**src/rtl/pixel_fifo_writer.sv**
```systemverilog
// Packs captured RGB888 pixels to RGB565, buffers {addr, pixel} in a small FIFO
// and drains it to the frame-buffer port; tracks drops and end-of-frame.
module pixel_fifo_writer #(
  parameter int DEPTH        = 16,
  parameter int FRAME_PIXELS = 307200,
  parameter int ADDR_W       = 19
) (
  input  logic              clk,
  input  logic              reset,
  input  logic              write_en,
  input  logic [ADDR_W-1:0] addr,
  input  logic [23:0]       data_out,
  output logic              mem_valid,
  input  logic              mem_ready,
  output logic [ADDR_W-1:0] mem_addr,
  output logic [15:0]       mem_wdata,
  output logic              full,
  output logic              overflow,
  output logic [15:0]       drop_count,
  output logic              frame_done,
  input  logic              clear_status
);

  localparam int PTR_W   = $clog2(DEPTH);
  localparam int CNT_W   = PTR_W + 1;
  localparam int ENTRY_W = ADDR_W + 16;

  logic [ENTRY_W-1:0] fifo_mem [DEPTH];
  logic [PTR_W-1:0]   wr_ptr;
  logic [PTR_W-1:0]   rd_ptr;
  logic [CNT_W-1:0]   count;
  logic [15:0]        rgb565;
  logic               push;
  logic               pop;
  logic               drop;
  logic               last_pixel_pop;

  always_comb begin
    rgb565         = {data_out[23:19], data_out[15:10], data_out[7:3]};
    full           = (count == CNT_W'(DEPTH));
    mem_valid      = (count != '0);
    push           = write_en && !full;
    drop           = write_en && full;
    pop            = mem_valid && mem_ready;
    mem_addr       = fifo_mem[rd_ptr][ENTRY_W-1:16];
    mem_wdata      = fifo_mem[rd_ptr][15:0];
    last_pixel_pop = pop && (mem_addr == ADDR_W'(FRAME_PIXELS - 1));
  end

  // Storage needs no reset: entries are only observed while mem_valid=1.
  always_ff @(posedge clk) begin
    if (push) fifo_mem[wr_ptr] <= {addr, rgb565};
  end

  always_ff @(posedge clk) begin
    if (reset) begin
      wr_ptr     <= '0;
      rd_ptr     <= '0;
      count      <= '0;
      frame_done <= 1'b0;
    end else begin
      if (push) wr_ptr <= wr_ptr + 1'b1;
      if (pop)  rd_ptr <= rd_ptr + 1'b1;
      case ({push, pop})
        2'b10:   count <= count + 1'b1;
        2'b01:   count <= count - 1'b1;
        default: count <= count;
      endcase
      frame_done <= last_pixel_pop;
    end
  end

  // A clear in the same cycle as a drop wins; the drop is not counted.
  always_ff @(posedge clk) begin
    if (reset || clear_status) begin
      overflow   <= 1'b0;
      drop_count <= '0;
    end else if (drop) begin
      overflow <= 1'b1;
      if (drop_count != '1) drop_count <= drop_count + 1'b1;
    end
  end

endmodule

```
**config.mk**
```make
export PLATFORM = sky130hd
export DESIGN_NAME = pixel_fifo_writer
export DESIGN_NICKNAME = d
export VERILOG_FILES = /design/src/rtl/pixel_fifo_writer.sv
export SDC_FILE = /design/constraint.sdc
export NUM_CORES = 1
export LEC_CHECK = 0
export ABC_CLOCK_PERIOD_IN_PS = 6000
export CAP_MARGIN = 15
export CORE_MARGIN = 5
export CORE_UTILIZATION = 25
export DETAILED_ROUTE_END_ITERATION = 8
export PLACE_DENSITY_LB_ADDON = 0.25
export SLEW_MARGIN = 20
export SYNTH_ARGS = -nofsm -noshare
export SYNTH_HDL_FRONTEND = slang
export SYNTH_SLANG_ARGS = --single-unit
```
**constraint.sdc**
```tcl
create_clock -name clk -period 6 [get_ports clk]
set_input_delay 1.2 -clock clk [delete_from_list [all_inputs] [get_ports clk]]
set_output_delay 1.2 -clock clk [all_outputs]
set_load 0.02 [all_outputs]
```
== After elaboration in Yosys (flattened, before gate mapping) ==
Memory sizes are Yosys's and may differ from the RTL's. A register that Yosys moved wholly into a read port is not among the register bits.
Index checks and enable logic that the tools add are counted.
Storage, ports and cells
  register bits: 31
  memory bits (writable): 560
  input bits: 48
  output and inout bits: 55
  memories kept: 1
Cells by class
  add/subtract/negate cells: 5
  equal/unequal tests: 5
  mux-type cells: 5
  reductions and logical operators: 9
Memory list
  fifo_mem: depth 16, width 35, rd ports 1, clocked after Yosys merged registers in 1, wr ports 1, line 28  | logic [ENTRY_W-1:0] fifo_mem [DEPTH];
Operators by type and width (count)
  $eq 19x19->1 const B: 1
  $add 16x1->16 const B: 1
  $ne 16x16->1 const B: 1
  $pmux 5 s2: 1
  $add 4x1->4 const B: 2
  $mux 4: 2
  $add 5x1->5 const B: 1
  $eq 5x5->1 const B: 1
  $reduce_bool 5->1: 1
  $sub 5x1->5 const B: 1
  $logic_and 1x1->1: 4
  $eq 2x1->1 const B: 1
  $eq 2x2->1 const B: 1
  $mux 1: 2
  $reduce_and 2->1: 1
  $reduce_bool 2->1: 1
  $logic_not 1->1: 1
  $logic_or 1x1->1: 1

== Logic depth before layout (Yosys ltp) ==
Gate-level depths: netlist of the first run.
  depth in word-level cells: 5
  mapped depth: 13
  gate-level depth less buffers: 11

== Worst setup path after synthesis of the first run ==
Ideal clock, no wire load.
  path type: input port to flip-flop
  start point: in write_en
  end point: mem fifo_mem[3][0] (netlist bit) (enable)
  data arrival time: 4.286 ns
  required time: 5.529 ns
  path slack: 1.243 ns
  stages: 3
  buffers on the path: 0
  cells stage by stage: a21boi_1 -> nand2_1 -> nor3_1
Between the ends
  cells in the longest elaborated chain, start to end: 3
Ends and longest elaborated chain
  from (decl): line 10  | input logic write_en,
  $logic_and 1x1->1: line 42  | push = write_en && !full;
  $mux 1: line 52  | if (push) fifo_mem[wr_ptr] <= {addr, rgb565};
  $mux 1 (not written as such): line 52
  to (decl): line 28
Every way passes these cells.

==> results of run 1 <==
==> cell type report <==
type                       instances  area, sq um  share of cell area
antenna                            3         7.51            0.000273
clock buffer                      86         1790              0.0651
clock inverter                    31          230             0.00838
inverter                           7         26.3            0.000956
multi-input combinational        355         5070               0.184
sequential                       595        17500               0.638
tap                             1176         1470              0.0535
timing repair buffer             124         1370              0.0497
==> metal layers <==
| layer | vias to the layer above | wire, um | part of all wire | track usage |
|---|---|---|---|---|
| li1 | 4561 | - | - | - |
| met1 | 5701 | 24100 | 0.44 | 0.148 |
| met2 | 200 | 26900 | 0.49 | 0.186 |
| met3 | 69 | 2580 | 0.047 | 0.0232 |
| met4 | 2 | 961 | 0.018 | 0.0299 |
| met5 | - | 13 | 0.00024 | 0 |
==> synth_stat cells (3+ instances only) <==
cell       count  share of area
edfxtp_1     560           0.74
mux4_2       164           0.16
nor2_1        38         0.0063
dfxtp_1       35          0.031
nand2_1       19         0.0031
a22oi_1       17         0.0056
buf_2         15         0.0033
xor2_1        15         0.0058
clkbuf_1      13         0.0021
a21oi_1       11         0.0024
nand4_1       10         0.0027
ha_1           9         0.0049
o21ai_0        8         0.0018
or3_1          8         0.0022
inv_1          7         0.0012
buf_1          6        0.00099
buf_4          6         0.0020
and2_1         5         0.0014
and3_1         5         0.0014
nor3_1         5         0.0011
buf_6          4         0.0020
xnor2_1        4         0.0015
mux2i_1        3         0.0013
mux4_1         3         0.0035
nand2b_1       3        0.00082
o2111ai_1      3         0.0012
==> worst max-delay path: cells and delay by family (launching register included) <==
family                 cells  cell delay, ps
muxes                      2            1140
buffers and inverters      2             990
DFF                        1             820
==> logic make-up (layout without fill, tap and decap cells) <==
logic type | count (synthesis) | in the layout | synth area share
compound gates | 50 | 50 | 0.0144
simple gates | 107 | 107 | 0.0241
other cells | 0 | 3 | 0
buf+inv | 56 | 248 | 0.0148
fa+ha+maj | 9 | 9 | 0.00494
xor+xnor | 19 | 19 | 0.00729
mux | 170 | 170 | 0.167
flops | 595 | 595 | 0.768
==> path summary, 6_finish.rpt <==
check        startpoint           to  slack [ps]  cells after the start
max reg2reg        flop   frame_done        2830                      6
min reg2reg    overflow     overflow         490                      2
min            overflow     overflow         490                      2
max                flop  mem_addr[0]        1250                      4
==> registers in the layout (all words and copies together), names as in the netlist, named ones only <==
| signal | count |
|---|---|
| overflow | 1 |
| frame_done | 1 |
| fifo_mem | 560 |
| rd_ptr | 4 |
| wr_ptr | 4 |
| count | 5 |
| drop_count | 16 |
==> power by group through the flow <==
| stage | registers, uW | logic, uW | clock network (uW) |
|---|---|---|---|
| after floorplan | 4790 | 1430 | 0 |
| after global placement | 4890 | 2040 | 0 |
| after detailed placement | 4900 | 2050 | 0 |
| after CTS | 4810 | 2050 | 3950 |
| after global routing | 4820 | 2130 | 4120 |
| final | 4800 | 1970 | 3800 |
==> through the flow <==
step | area [sq um] | hold slack, ps | power [uW] | utilization
2_1_floorplan | 22800 | 482 | 6220 | -
3_3_place_gp | 25500 | 467 | 6930 | 0.282
3_5_place_dp | 25500 | 479 | 6940 | 0.282
4_1_cts | 27500 | 491 | 10800 | 0.304
5_1_grt | 27500 | 509 | 11100 | 0.304
6_report | 27500 | 486 | 10600 | 0.304
==> reports/results.ini, run 1 <==
[outcome]
outcome = complete, no violations

[power]
irDropWorstVdd_mv = 0.160
p_sw_uw = 2660
p_leak_uw = 0.00822
switching_share = 0.251
pwr-share-clk = 0.360
intPower_uw = 7920
powerDensity_mw_per_mm2 = 385
combPwrFrac = 0.187
p_seq_frac = 0.454

[logic_synthesis]
syn-instance-count = 1006
yosys_warnings = 0
synth_nets = 1063
synth.avg_cell_area_sq_um = 22.7
synth_async_sr_flop_share = 0
ys.flop_type = edfxtp_1
seq_area_frac_synth = 0.768
synth-edff-count = 560
ys_types = 49
syn_area_sq_mm = 0.0228
ys_ff_latch = 595

[layout]
nNetsFinal = 1207
drive_gt1_frac = 0.255
finalNonFillerCells = 2377
syn2layout_area_growth_pct = 20.5
fillerInstances = 8719
final_common_cell = edfxtp_1
final_cell_mix = edfxtp_1, mux4_2, clkdlybuf4s50_1, clkbuf_16, dfxtp_1

[setup_path]
path_max_fanout = 40
critPathLaunchType = flop
slowest_delay_ps = 820
worstPathArrival_ps = 3550
critPathRequiredTime_ps = 4800
worstPathCellList = buf_12 > mux4_2 > mux4_2 > clkdlybuf4s50_1
worstSetupEndpointType = output port
path_class = flop to output port
cpMaxStageDelayCell = dfxtp_4
crit_top_cell = mux4_2

[sta]
fmax_ghz = 0.210
maxSlewHeadroom = 0.396
fin_ws_ps = 1250
fin_skew_ps = 15.9
slew_violations = 0
worst_pin_slew_ps = 904
finalCritPeriodShare = 0.792
final.setup.tns_ps = 0
hold_viol_final = 0
rsz0062_at_grt = false
min_period_ps = 4750
finalSetupViolations = 0

[drt]
first_pass_iters = 5
vias = 10500
drc = 0
totalWireLength_um = 54600
vias_per_cell = 4.43
post_drt_wl_per_cell_um = 23.0
drt_iter0_markers = 778
antenna_left = 0

[job]
cap_violations = 0

[global_route]
grt_use_total = 0.111
grt_max_degree = 52
antenna_found_initial = 6
grt_overflow = 0
grt_pass1_wl_um = 79700
grt_pass1_vias = 11100

[clock_tree]
clk_latency_ps = 580
cts_inserted_buffers = 67
hold_buffers = 0
clk_path_buf_depth = 3
cts_setup_buffers = 0
cts_resized = 0
cts_root_buffer = clkbuf_16
clkTransAtPathRegs_ps = 50
cts_tree = built
cts_sinks = 595
cts.htree.levels = 3

[floorplanning]
dieArea_sq_mm = 0.0974
ioPinCount = 103
die_w_um = 312
dieHeight_um = 312
start_util = 0.253
rows = 110
core_sq_mm = 0.0903

[place]
portBuffers = 94
gp_congestion = 0.674
place_ws_ps = 1720
dp_hpwl_um = 31000
placedCellCount = 2257

[min_path]
min_path_type = flop to flop

Power figures use the tool's default switching activity.
==> run 2: changes to the inputs <==
ABC_CLOCK_PERIOD_IN_PS = 4200   (was 6000)
clock period = 4.2 ns   (was 6 ns; I/O delays follow)
==> reports/results.ini, run 2 (synthesis gave the netlist of run 1 again) <==
[floorplanning]
die_w_um = 312
dieHeight_um = 312
ioPinCount = 103
core_sq_mm = 0.0903
rows = 110
start_util = 0.253
dieArea_sq_mm = 0.0974

[drt]
wl_met3_um = 2450
dr_wl_met2_um = 27800
vias = 10600
first_pass_iters = 6
top_layer = met5
totalWireLength_um = 54500
vias_per_cell = 4.41
drt_iter0_markers = 736
post_drt_wl_per_cell_um = 22.7
antenna_left = 0
route.layer.met1.wl_um = 23300
drc = 0

[job]
cap_violations = 0

[setup_path]
reg2reg_slack_ps = 1290
path_buf_inv = 3
path_max_fanout = 20
path_depth = 5
critPathRequiredTime_ps = 3360
path_class = flop to output port
slowest_delay_ps = 670
worstSetupEndpointType = output port
critPathTopFamily = multiplexers
reg2reg_depth = 11
worstPathArrival_ps = 3080
cpMaxStageDelayCell = clkdlybuf4s50_1
critPathLaunchType = flop
worstPathCellList = buf_12 > buf_12 > mux4_2 > mux4_2 > clkdlybuf4s50_1

[sta]
finalSetupViolations = 0
rsz0062_at_grt = false
holdWs_ps = 483
final.setup.tns_ps = 0
min_period_ps = 3920
finalCritPeriodShare = 0.932
slew_violations = 0
fmax_ghz = 0.255
worst_pin_slew_ps = 664
fin_skew_ps = 26.2
hold_viol_final = 0
maxSlewHeadroom = 0.557

[clock_tree]
cts_sinks = 595
clk_latency_ps = 610
cts.htree.levels = 3
cts_root_buffer = clkbuf_16
cts_inserted_buffers = 68
clk_path_buf_depth = 3
clkTransAtPathRegs_ps = 60
hold_buffers = 0
cts_setup_buffers = 5
cts_tree = built
cts_resized = 0

[layout]
final_common_cell = edfxtp_1
post-route-util = 0.308
max_flop_register = fifo_mem
largest_reg_flops = 560
largestRegisters = fifo_mem: 560 flops, drop_count: 16 flops, count: 5 flops
nNetsFinal = 1230
register_area_sq_mm = 0.0175
fillerInstances = 8727
multi_input_area_sq_mm = 0.00509
final_cell_mix = edfxtp_1, mux4_2, clkdlybuf4s50_1, clkbuf_16, buf_4
drive_gt1_frac = 0.272
syn2layout_area_growth_pct = 22.0

[global_route]
grt_overflow = 0
grt_pass1_vias = 11500
antenna_found_initial = 5
grt_max_degree = 67
grt_use_total = 0.111
grt_pass1_wl_um = 79600

[min_path]
whs_path_depth = 2
min_path_type = flop to flop

[power]
powerDensity_mw_per_mm2 = 556
p_leak_uw = 0.00838
irDropWorstVdd_mv = 0.230

[place]
gp_congestion = 0.676
portBuffers = 94
dp_hpwl_um = 30600

[outcome]
outcome = complete, no violations

[run 2: cell count changes in the layout (fill, tap and decap cells not counted), moves of 2 or more]
cell / delta
inv_16: +2
nor3_2: -4
clkinv_4: +2
inv_6: -2
clkinv_1: -2
nor3_4: +4
clkinv_8: +2
buf_4: +22
[run 2: tightest hold or removal path: cells and delay by family (launching register included)]
family / cells / cell delay, ps
flip-flops: 1 / 330
AND/OR/NAND/NOR: 2 / 120
[run 2: metrics by stage]
stage                     total power (uW)  area, sq um  setup WS (ps)  cells
after floorplan                       8880        22800            738   1006
after global placement                9910        25600            566   2274
after detailed placement              9930        25600            586   2274
after CTS                            15800        27800            184   2401
after global routing                 16200        27800            156   2401
final                                15500        27800            284   2404
[run 2: final cells by class]
type	count	share of cell area
multi-input cells	355	0.183
repair buffers	146	0.0550
well taps	1176	0.0529
flip-flops and latches	595	0.630
clock buffers	88	0.0654
diodes	3	0.000270
inverters	7	0.000944
clock inverters	34	0.0126
[run 2: worst paths after layout]
path / start / end
worst max-delay path: flop / mem_addr[10]
worst min register to register: overflow / overflow
worst max register to register: count[0] / count[4]
worst min-delay path: overflow / overflow
[run 2: layer usage]
metal / vias to the layer above / GRT usage
met4: 4 / 0.0319
li1: 4610 / -
met1: 5712 / 0.142
met5: - / 0
met3: 57 / 0.0239
met2: 208 / 0.191
[run 2: power by group]
part	switching, uW	leakage (uW)	internal [uW]
clock	2380	0.00105	3340
combinational	1480	0.00199	1540
sequential	72.1	0.00534	6670
total	3920	0.00838	11500
==> run 3: changes to the inputs <==
CTS_CLUSTER_DIAMETER = 30   (was unset)
==> reports/results.ini, run 3 (synthesis gave the netlist of run 1 again) <==
[clock_tree]
cts_root_buffer = clkbuf_16
cts_inserted_buffers = 118
cts_sinks = 595
clkTransAtPathRegs_ps = 40
hold_buffers = 0
clk_latency_ps = 690
clk_path_buf_depth = 3
cts.htree.levels = 3
cts_tree = built

[setup_path]
reg2reg_slack_ps = 1300
worstSetupEndpointType = output port
r2r_start = count[0]
worstPathArrival_ps = 3140
path_class = flop to output port
path_max_fanout = 20
critPathRequiredTime_ps = 3360
reg2reg_depth = 11
timing.rr.end = count[4]
critPathLaunchType = flop

[layout]
drive_gt1_frac = 0.333
largestRegisters = fifo_mem: 560 flops, drop_count: 16 flops, count: 5 flops
syn2layout_area_growth_pct = 31.7
max_flop_register = fifo_mem
finalNonFillerCells = 2507
nNetsFinal = 1280
final_common_cell = edfxtp_1
largest_reg_flops = 560
final_cell_mix = edfxtp_1, mux4_2, clkbuf_16, clkdlybuf4s50_1, buf_4

[floorplanning]
rows = 110
dieHeight_um = 312
die_w_um = 312
ioPinCount = 103
dieArea_sq_mm = 0.0974
core_sq_mm = 0.0903
start_util = 0.253

[sta]
fmax_ghz = 0.251
worst_pin_slew_ps = 633
final.setup.tns_ps = 0
min_period_ps = 3980
finalCritPeriodShare = 0.949
fin_skew_ps = 62.4
finalSetupViolations = 0
rsz0062_at_grt = false
maxSlewHeadroom = 0.576
slew_violations = 0
hold_viol_final = 0

[drt]
drc = 0
totalWireLength_um = 55500
vias = 11000
antenna_left = 0
vias_per_cell = 4.39
first_pass_iters = 4
post_drt_wl_per_cell_um = 22.1
drt_iter0_markers = 682

[power]
p_leak_uw = 0.00943
irDropWorstVdd_mv = 0.403
powerDensity_mw_per_mm2 = 661

[place]
portBuffers = 94
dp_hpwl_um = 30600
placedCellCount = 2274
gp_congestion = 0.676

[min_path]
hp-start = overflow
hold_path_end = overflow
min_path_type = flop to flop
whs_path_depth = 2

[global_route]
grt_pass1_vias = 12000
grt_max_degree = 67
grt_use_total = 0.113
antenna_found_initial = 5
grt_pass1_wl_um = 81200
grt_overflow = 0

[job]
cap_violations = 0

[outcome]
outcome = complete, no violations

[run 3: cell types whose count changed in the layout (fill, tap and decap cells not counted), sizes merged]
cell | previous run | this run
clkinv | 25 | 44
clkinvlp | 3 | 15
clkbuf | 88 | 128
bufinv | 4 | 28
inv | 9 | 16
diode | 3 | 4
[run 3: worst max-delay path by stage]
stage             start               to  slack (ps)
2_1_floorplan  write_en  fifo_mem[15][0]         740
6_report           flop     mem_addr[10]         220
3_5_place_dp       flop     mem_addr[12]         590
4_1_cts            flop     mem_addr[10]         120
3_3_place_gp       flop     mem_addr[12]         570
5_1_grt            flop     mem_addr[10]          90
[run 3: per-stage QoR]
step | hold WS [ps] | instance area, sq um | worst slack, ps | power, uW | util
after floorplan | 482 | 22800 | 738 | 8880 | -
after global placement | 472 | 25600 | 566 | 9910 | 0.284
after detailed placement | 478 | 25600 | 586 | 9930 | 0.284
after CTS | 508 | 30000 | 120 | 20200 | 0.333
after global routing | 525 | 30000 | 89.7 | 20600 | 0.333
final | 495 | 30100 | 215 | 19900 | 0.333
[run 3: worst max-delay path, cell delays in order (launching register included)]
cell             delay [ps]
dfxtp_4                 360
buf_12                  160
buf_12                  220
mux4_2                  520
mux4_2                  530
clkdlybuf4s50_1         680
[run 3: per-layer routing]
metal  GRT usage  up-vias  share of wire  routed length, um
met5           0        -        0.00049                 27
met4      0.0355        4          0.020               1090
met3      0.0285       93          0.051               2820
met2       0.192      240           0.50              27900
met1       0.142     5911           0.43              23600
li1            -     4755              -                  -
[run 3: report_power, final]
part           switching, uW  total [uW]  leakage (uW)  internal [uW]
combinational           1480        3020       0.00199           1540
clock                   3170       10100       0.00210           6930
sequential              72.6        6750       0.00534           6680
[run 3: final cells by class]
cell class                      count  area (sq um)
Clock buffer                      128          3020
Fill cell                        8536         60200
Inverter                            7          26.3
Tap cell                         1176          1470
Timing Repair Buffer              146          1530
Multi-Input combinational cell    355          5090
Clock inverter                     96          1370
Sequential cell                   595         17500
Antenna cell                        4          10.0
[run 3: repair_timing]
item | CTS | global route
setup buffers | 5 | 0
endpoints found under the setup margin | 19 | 0
gates resized for setup | 0 | 0
